--- src/rtl/fft_input_loader.sv ---
// fft_input_loader
//   Serial-to-parallel frame loader in front of the 8-point FFT core's input
//   register bank. It collects one complex sample per handshake into an
//   8-slot frame buffer. It then presents the whole frame in parallel until
//   the core takes it.
//
//   Optional feature macro: FFT_LOADER_BITREV_EN
//     defined   -> sample idx is stored in slot bitrev(idx), giving the
//                  input order the decimation-in-time butterflies expect
//     undefined -> natural order, slot = idx
//   Timing and handshakes are identical in both builds.
//
// Ports
//   clk        clock, rising edge
//   rst        asynchronous active-low reset
//   s_valid    input sample valid
//   s_ready    loader accepts a sample (LOAD state)
//   s_re/s_im  sample real/imag part, W-bit two's complement
//   s_last     marks the 8th sample of a frame
//   m_valid    full frame available (FULL state)
//   m_ready    FFT core takes the frame
//   m_re/m_im  frame real/imag parts, slot k at [k*W +: W]
//   frame_cnt  frames delivered, wraps 255 -> 0
//   err        one-cycle pulse on a framing error
module fft_input_loader #(
  parameter int W     = 16,
  parameter int LOG2N = 3
) (
  input  logic                clk,
  input  logic                rst,
  input  logic                s_valid,
  output logic                s_ready,
  input  logic signed [W-1:0] s_re,
  input  logic signed [W-1:0] s_im,
  input  logic                s_last,
  output logic                m_valid,
  input  logic                m_ready,
  output logic [8*W-1:0]      m_re,
  output logic [8*W-1:0]      m_im,
  output logic [7:0]          frame_cnt,
  output logic                err
);

  localparam int N = 1 << LOG2N;
  localparam logic [LOG2N-1:0] IDX_LAST = '1;

  typedef enum logic [1:0] {IDLE, LOAD, FULL} state_t;

  state_t                  state, state_nxt;
  logic [LOG2N-1:0]        idx;
  logic signed [W-1:0]     slot_re [N];
  logic signed [W-1:0]     slot_im [N];
  logic                    accept;

  // Storage slot for the idx-th sample of a frame.
  function automatic logic [LOG2N-1:0] slot_map(input logic [LOG2N-1:0] i);
    logic [LOG2N-1:0] r;
`ifdef FFT_LOADER_BITREV_EN
    for (int b = 0; b < LOG2N; b++) r[b] = i[LOG2N-1-b];
`else
    r = i;
`endif
    return r;
  endfunction

  assign accept = s_valid & s_ready;

  always_comb begin
    state_nxt = state;
    s_ready   = 1'b0;
    m_valid   = 1'b0;
    case (state)
      IDLE: state_nxt = LOAD;
      LOAD: begin
        s_ready = 1'b1;
        // The 8th sample always completes the frame, with or without s_last.
        if (s_valid && idx == IDX_LAST) state_nxt = FULL;
      end
      FULL: begin
        m_valid = 1'b1;
        if (m_ready) state_nxt = LOAD;
      end
      default: state_nxt = IDLE;
    endcase
  end

  always_ff @(posedge clk or negedge rst) begin
    if (!rst) begin
      state     <= IDLE;
      idx       <= '0;
      frame_cnt <= '0;
      err       <= 1'b0;
      for (int k = 0; k < N; k++) begin
        slot_re[k] <= '0;
        slot_im[k] <= '0;
      end
    end else begin
      state <= state_nxt;
      err   <= 1'b0;
      if (accept) begin
        slot_re[slot_map(idx)] <= s_re;
        slot_im[slot_map(idx)] <= s_im;
        if (idx == IDX_LAST) begin
          idx <= '0;
          err <= ~s_last;          // frame still delivered, missing marker flagged
        end else if (s_last) begin
          idx <= '0;               // early marker: drop the partial frame
          err <= 1'b1;
        end else begin
          idx <= idx + 1'b1;
        end
      end
      if (m_valid && m_ready) frame_cnt <= frame_cnt + 8'd1;
    end
  end

  for (genvar k = 0; k < N; k++) begin : g_flat
    assign m_re[k*W +: W] = slot_re[k];
    assign m_im[k*W +: W] = slot_im[k];
  end

endmodule
--- config.mk ---
export PLATFORM = sky130hd
export DESIGN_NAME = fft_input_loader
export DESIGN_NICKNAME = d
export VERILOG_FILES = /design/src/rtl/fft_input_loader.sv
export SDC_FILE = /design/constraint.sdc
export NUM_CORES = 1
export LEC_CHECK = 0
export BUFFER_PORTS_ARGS = -buffer_cell sky130_fd_sc_hd__buf_4
export CORE_ASPECT_RATIO = 1.4
export CORE_UTILIZATION = 45
export CTS_CLUSTER_DIAMETER = 150
export DETAILED_ROUTE_END_ITERATION = 8
export PLACE_DENSITY = 0.74
export SYNTH_ARGS = -nofsm -noshare
export SYNTH_HDL_FRONTEND = slang
export SYNTH_SLANG_ARGS = --single-unit
export TNS_END_PERCENT = 5
--- constraint.sdc ---
create_clock -name clk -period 1.6 [get_ports clk]
set_input_delay 0.24 -clock clk [delete_from_list [all_inputs] [get_ports clk]]
set_output_delay 0.24 -clock clk [all_outputs]
set_load 0.02 [all_outputs]
# Word-level counts from Yosys, hierarchy flattened
# Index checks and enable logic that the tools add are counted.
# classes
bitwise,3
order_cmp,2
n_mux,14
n_eq_ne,5
n_addsub,2
n_reduce_logical,5
# ops
cell,n
$bwmux W128,2
$demux W16 S3,1
$mux W16,1
$add A8 B1 Y8 const B,1
$mux W3,2
$pmux W2 S3,1
$mux W1,5
$ge A4 B4 Y1 const B,1
$lt A4 B1 Y1 const B,1
$mux W2,2
$ne A2 B2 Y1 const B,2
$not A3 Y4,1
$add A3 B1 Y3 const B,1
$eq A3 B3 Y1 const B,1
$logic_and A1 B1 Y1,3
$eq A2 B1 Y1 const B,1
$eq A2 B2 Y1 const B,1
$logic_not A2 Y1,1
$reduce_and A2 Y1,1
$and A1 B1 Y1,1
$not A1 Y1,1
# word_totals
reg_bits,270
wordCells,51
output_inout_bits,267

# Logic depth before layout (Yosys ltp)
# depth
depth_word,6
mapped_depth,6
mapped_depth_nobuf,5

# Worst setup path before layout
# OpenSTA, ideal clock, no wires.
# synth_timing
kind,reg-to-reg
startpoint,reg state[1]
endpoint,"reg slot_im, in the netlist m_im[0]"
path_stages_with_launch,7
slack_ps,-181
synth_period_minus_slack_ps,1781
t_arrival_ps,1655
setup_time_ps,125
cell_sequence,dfrtp_1 buf_6 nand2b_4 or4_4 buf_6 buf_12 mux2_4
# synth_via
elab_chain_cells,3
# synth_lines
element,line_no,text
from (decl),49,"state_t state, state_nxt;"
from (signal assigned),98,state <= state_nxt;
$eq A2 B1 Y1,72,case (state)
$mux W1,72,
$and A1 B1 Y1,66,assign accept = s_valid & s_ready;
"to (signal, indexed assignment)",102,slot_im[slot_map(idx)] <= s_im;
to (decl),52,logic signed [W-1:0] slot_im [N];
# No other way between the ends.
# A chain may end at the register's enable or synchronous reset.

# Worst setup path after layout
# layout_timing
startpoint,reg idx[2]
endpoint,"reg slot_re, in the netlist m_re[10]"
# layout_via
elab_chain_cells,6
word_cells_on_any_way,7
cone_classes,2 x order compare; 3 x mux; 1 x bitwise; 1 x reduce/logical
# layout_lines
element,line_no,text
from (decl),50,logic [LOG2N-1:0] idx;
from (signal assigned),110,idx <= idx + 1'b1;
$not A3 Y4 (implied by the code) (*),101,slot_re[slot_map(idx)] <= s_re;
$ge A4 B4 Y1 (implied by the code) / $lt A4 B1 Y1 (equally long branches),101,
$logic_and A1 B1 Y1 (implied by the code),101,
$mux W16 (implied by the code),101,
$demux W16 S3 (*),101,
$bwmux W128 (*),101,
"to (signal, indexed assignment)",101,
to (decl),51,logic signed [W-1:0] slot_re [N];
# Mark *: on every way between the ends. The rest lies on a longest branch, timed or not.

==> impl_metrics.py <==
metrics = {
    "outcome": {
        "violations": "negative setup slack",
        "status": "complete, but fails checks",
    },
    "logic_synthesis": {
        "ys_seq_elements": 270,
        "syn_inst": 614,
        "synth_edf_count": 0,
        "ys_seq_area_share_pct": 64.3,
        "postSynth.asyncResetShare_pct": 100,
        "ys_types": 28,
        "synth_nets": 655,
        "netlist_area_um2": 10500,
        "synth_ff_type": "dfrtp_1",
        "avgSynthCellArea_um2": 17.1,
        "ys_warn_count": 0,
    },
    "critical_path": {
        "r2r_slack_ps": -150,
        "rr_endpoint": "m_re[10]",
        "timing.rr.start": "idx[2]",
        "path_class": "reg2reg",
        "start_kind": "register",
        "ff2ff_path_depth": 4,
        "required_ps": 2000,
        "worst-endpoint-arrival_ps": 2140,
        "endpoint_kind": "register",
        "cp_max_fo": 20,
    },
    "layout": {
        "final_cell_mix": "buf_4, dfrtp_1, mux2_2",
        "layout_commonest_cell": "buf_4",
        "antennaDiodeCount": 0,
        "drive_gt1_share_pct": 66.7,
        "utilization_pct": 63.3,
        "num-nets-final": 999,
        "area_delta_synth_final_pct": 37.1,
        "n_fill_cell": 1743,
    },
    "power_and_ir_drop": {
        "irDropWorstVdd_v": 0.00133,
        "p_leak_nw": 7.44,
        "powerDensity_nw_per_um2": 1800,
    },
    "drt": {
        "drc_errors": 0,
        "drt_pass1_iterations": 4,
        "detail-route-antenna-nets": 0,
        "vias": 6451,
        "wl_per_cell_um": 20.7,
        "drt-total-wl_um": 26400,
        "dr.first_iter.drc_count": 204,
        "vias_per_cell": 5.05,
    },
    "global_routing": {
        "grt-ovfl-total": 0,
        "grt_usage_pct": 22.3,
        "first_global_vias": 6981,
        "grt_pass1_wl_um": 41500,
        "antenna_found_initial": 0,
        "grt_max_degree": 58,
    },
    "sta": {
        "slew_violations": 0,
        "finalClockSkew_ps": 19.9,
        "fin_ws_ps": -148,
        "final.setup.tns_ps": -10590,
        "fin_crit_ps": 1750,
        "worst_slew_pin_slew_ps": 362,
        "final-hold-violation-count": 0,
        "setup-violations-final": 174,
        "fin_crit_sh_pct": 109,
        "rsz0062_at_grt": "true",
        "whs_ps": 13.9,
        "relSlewSlack_pct": 75.9,
        "fmax_mhz": 572,
    },
    "clock_tree": {
        "clk_latency_ps": 530,
        "htreeDepth": 1,
        "cts.clk_slew.worst_paths_ps": 60,
        "cts_setup_buffers": 0,
        "clockRootBuffer": "clkbuf_16",
        "cts.path.max_buffers": 3,
        "numCtsBuffers": 27,
        "cts_tree": "built",
        "cts_sinks": 270,
    },
    "floorplanning": {
        "rows": 65,
        "start_util_pct": 46.2,
        "dieArea_um2": 24000,
        "core-area_um2": 22800,
        "ioPinCount": 304,
        "die_h_um": 183,
        "die_w_um": 131,
    },
    "place": {
        "dp_hpwl_um": 18400,
        "routabilityCongestion": 0.769,
        "dp_slack_ps": -139,
        "io_buffers": 303,
    },
    "worst_hold_path": {
        "hp-class": "in2reg",
        "hold_path_startpoint": "s_re[2]",
        "min_path_cells": 2,
        "worstHoldEndpoint": "m_re[66]",
    },
    "run": {
        "drv_cap": 0,
    },
}
-- logic make-up after synthesis --
group	count (synthesis)	share of synthesized area (%)
buf+inv	29	2.39
flops	270	64.3
xor+xnor	8	0.666
compound gates	6	0.405
simple gates	41	2.25
mux	256	29.6
fa+ha+maj	4	0.476
-- how the worst max path moves through the flow --
stage	from	endpoint	depth (start not counted)	slack, ps
after floorplan	idx[2]	m_im[0]	5	-150
after global placement	idx[2]	m_re[10]	4	-100
after detailed placement	idx[2]	m_im[0]	4	-140
after CTS	idx[2]	m_re[10]	4	-150
after global routing	idx[2]	m_im[1]	4	-190
final	idx[2]	m_re[10]	4	-150
-- stage by stage --
stage	area (um2)	power, mW	instances
final	14400	26.0	1277
after CTS	14400	26.2	1277
after detailed placement	13400	19.8	1227
after global routing	14400	27.1	1277
after floorplan	10500	15.2	614
after global placement	13400	19.6	1227
-- Yosys cell counts, types with 2 or more instances --
cell type | count | area [um2]
or4_4 | 2 | 22.5
buf_2 | 18 | 90.1
nor3_1 | 2 | 10.0
nand2_1 | 14 | 52.6
and4bb_2 | 2 | 25.0
mux2_2 | 196 | 2210
buf_12 | 6 | 120
xor2_1 | 5 | 43.8
ha_1 | 4 | 50.1
dfrtp_1 | 270 | 6760
xnor2_1 | 3 | 26.3
nor4_1 | 2 | 12.5
nand3b_1 | 2 | 15.0
nand3_1 | 4 | 20.0
inv_1 | 2 | 7.51
o21ai_0 | 2 | 10.0
buf_6 | 3 | 33.8
a21o_1 | 2 | 15.0
mux2_4 | 60 | 901
nor2_1 | 7 | 26.3
-- routing by layer --
| layer | vias to the layer above | global-route usage (%) | wire length, um |
|---|---|---|---|
| met3 | 38 | 4.81 | 1560 |
| met5 | - | 0 | 0 |
| met2 | 231 | 39.8 | 13700 |
| met1 | 3318 | 27.0 | 10600 |
| met4 | 0 | 6.78 | 656 |
| li1 | 2864 | - | - |
-- what timing repair did --
action / 4_1_cts / 5_1_grt
endpoints found under the hold margin: 158 / 0
resized for setup: 9 / 13
setup endpoints to repair: 204 / 207
pin swaps: 2 / 2
hold buffers: 3 / 0
-- worst max-delay path, stage by stage, from the launching register on --
cell      delay (ps)
dfrtp_1          410
nand2b_4         150
or4_4            530
buf_12           200
mux2_4           310
-- final cells by class --
| class | count | area, um2 | area share, % |
|---|---|---|---|
| tap | 301 | 377 | 2.61 |
| inverter | 2 | 7.51 | 0.0521 |
| clock buffer | 41 | 808 | 5.61 |
| clock inverter | 6 | 80.1 | 0.556 |
| multi-input combinational | 315 | 3590 | 24.9 |
| timing repair buffer | 342 | 2790 | 19.4 |
| sequential | 270 | 6760 | 46.9 |
-- state kept, by name (all words and copies together), names as in the netlist --
| register | flops |
|---|---|
| m_im | 128 |
| err | 1 |
| state | 2 |
| frame_cnt | 8 |
| m_re | 128 |
| idx | 3 |
-- where the power goes --
| group | internal [mW] | leakage (nW) | switching [mW] |
|---|---|---|---|
| logic | 4.74 | 3.56 | 4.78 |
| registers | 8.95 | 3.44 | 1.20 |
| clock network | 3.77 | 0.441 | 2.51 |
| total | 17.5 | 7.44 | 8.50 |
Power figures use the tool's default switching activity.
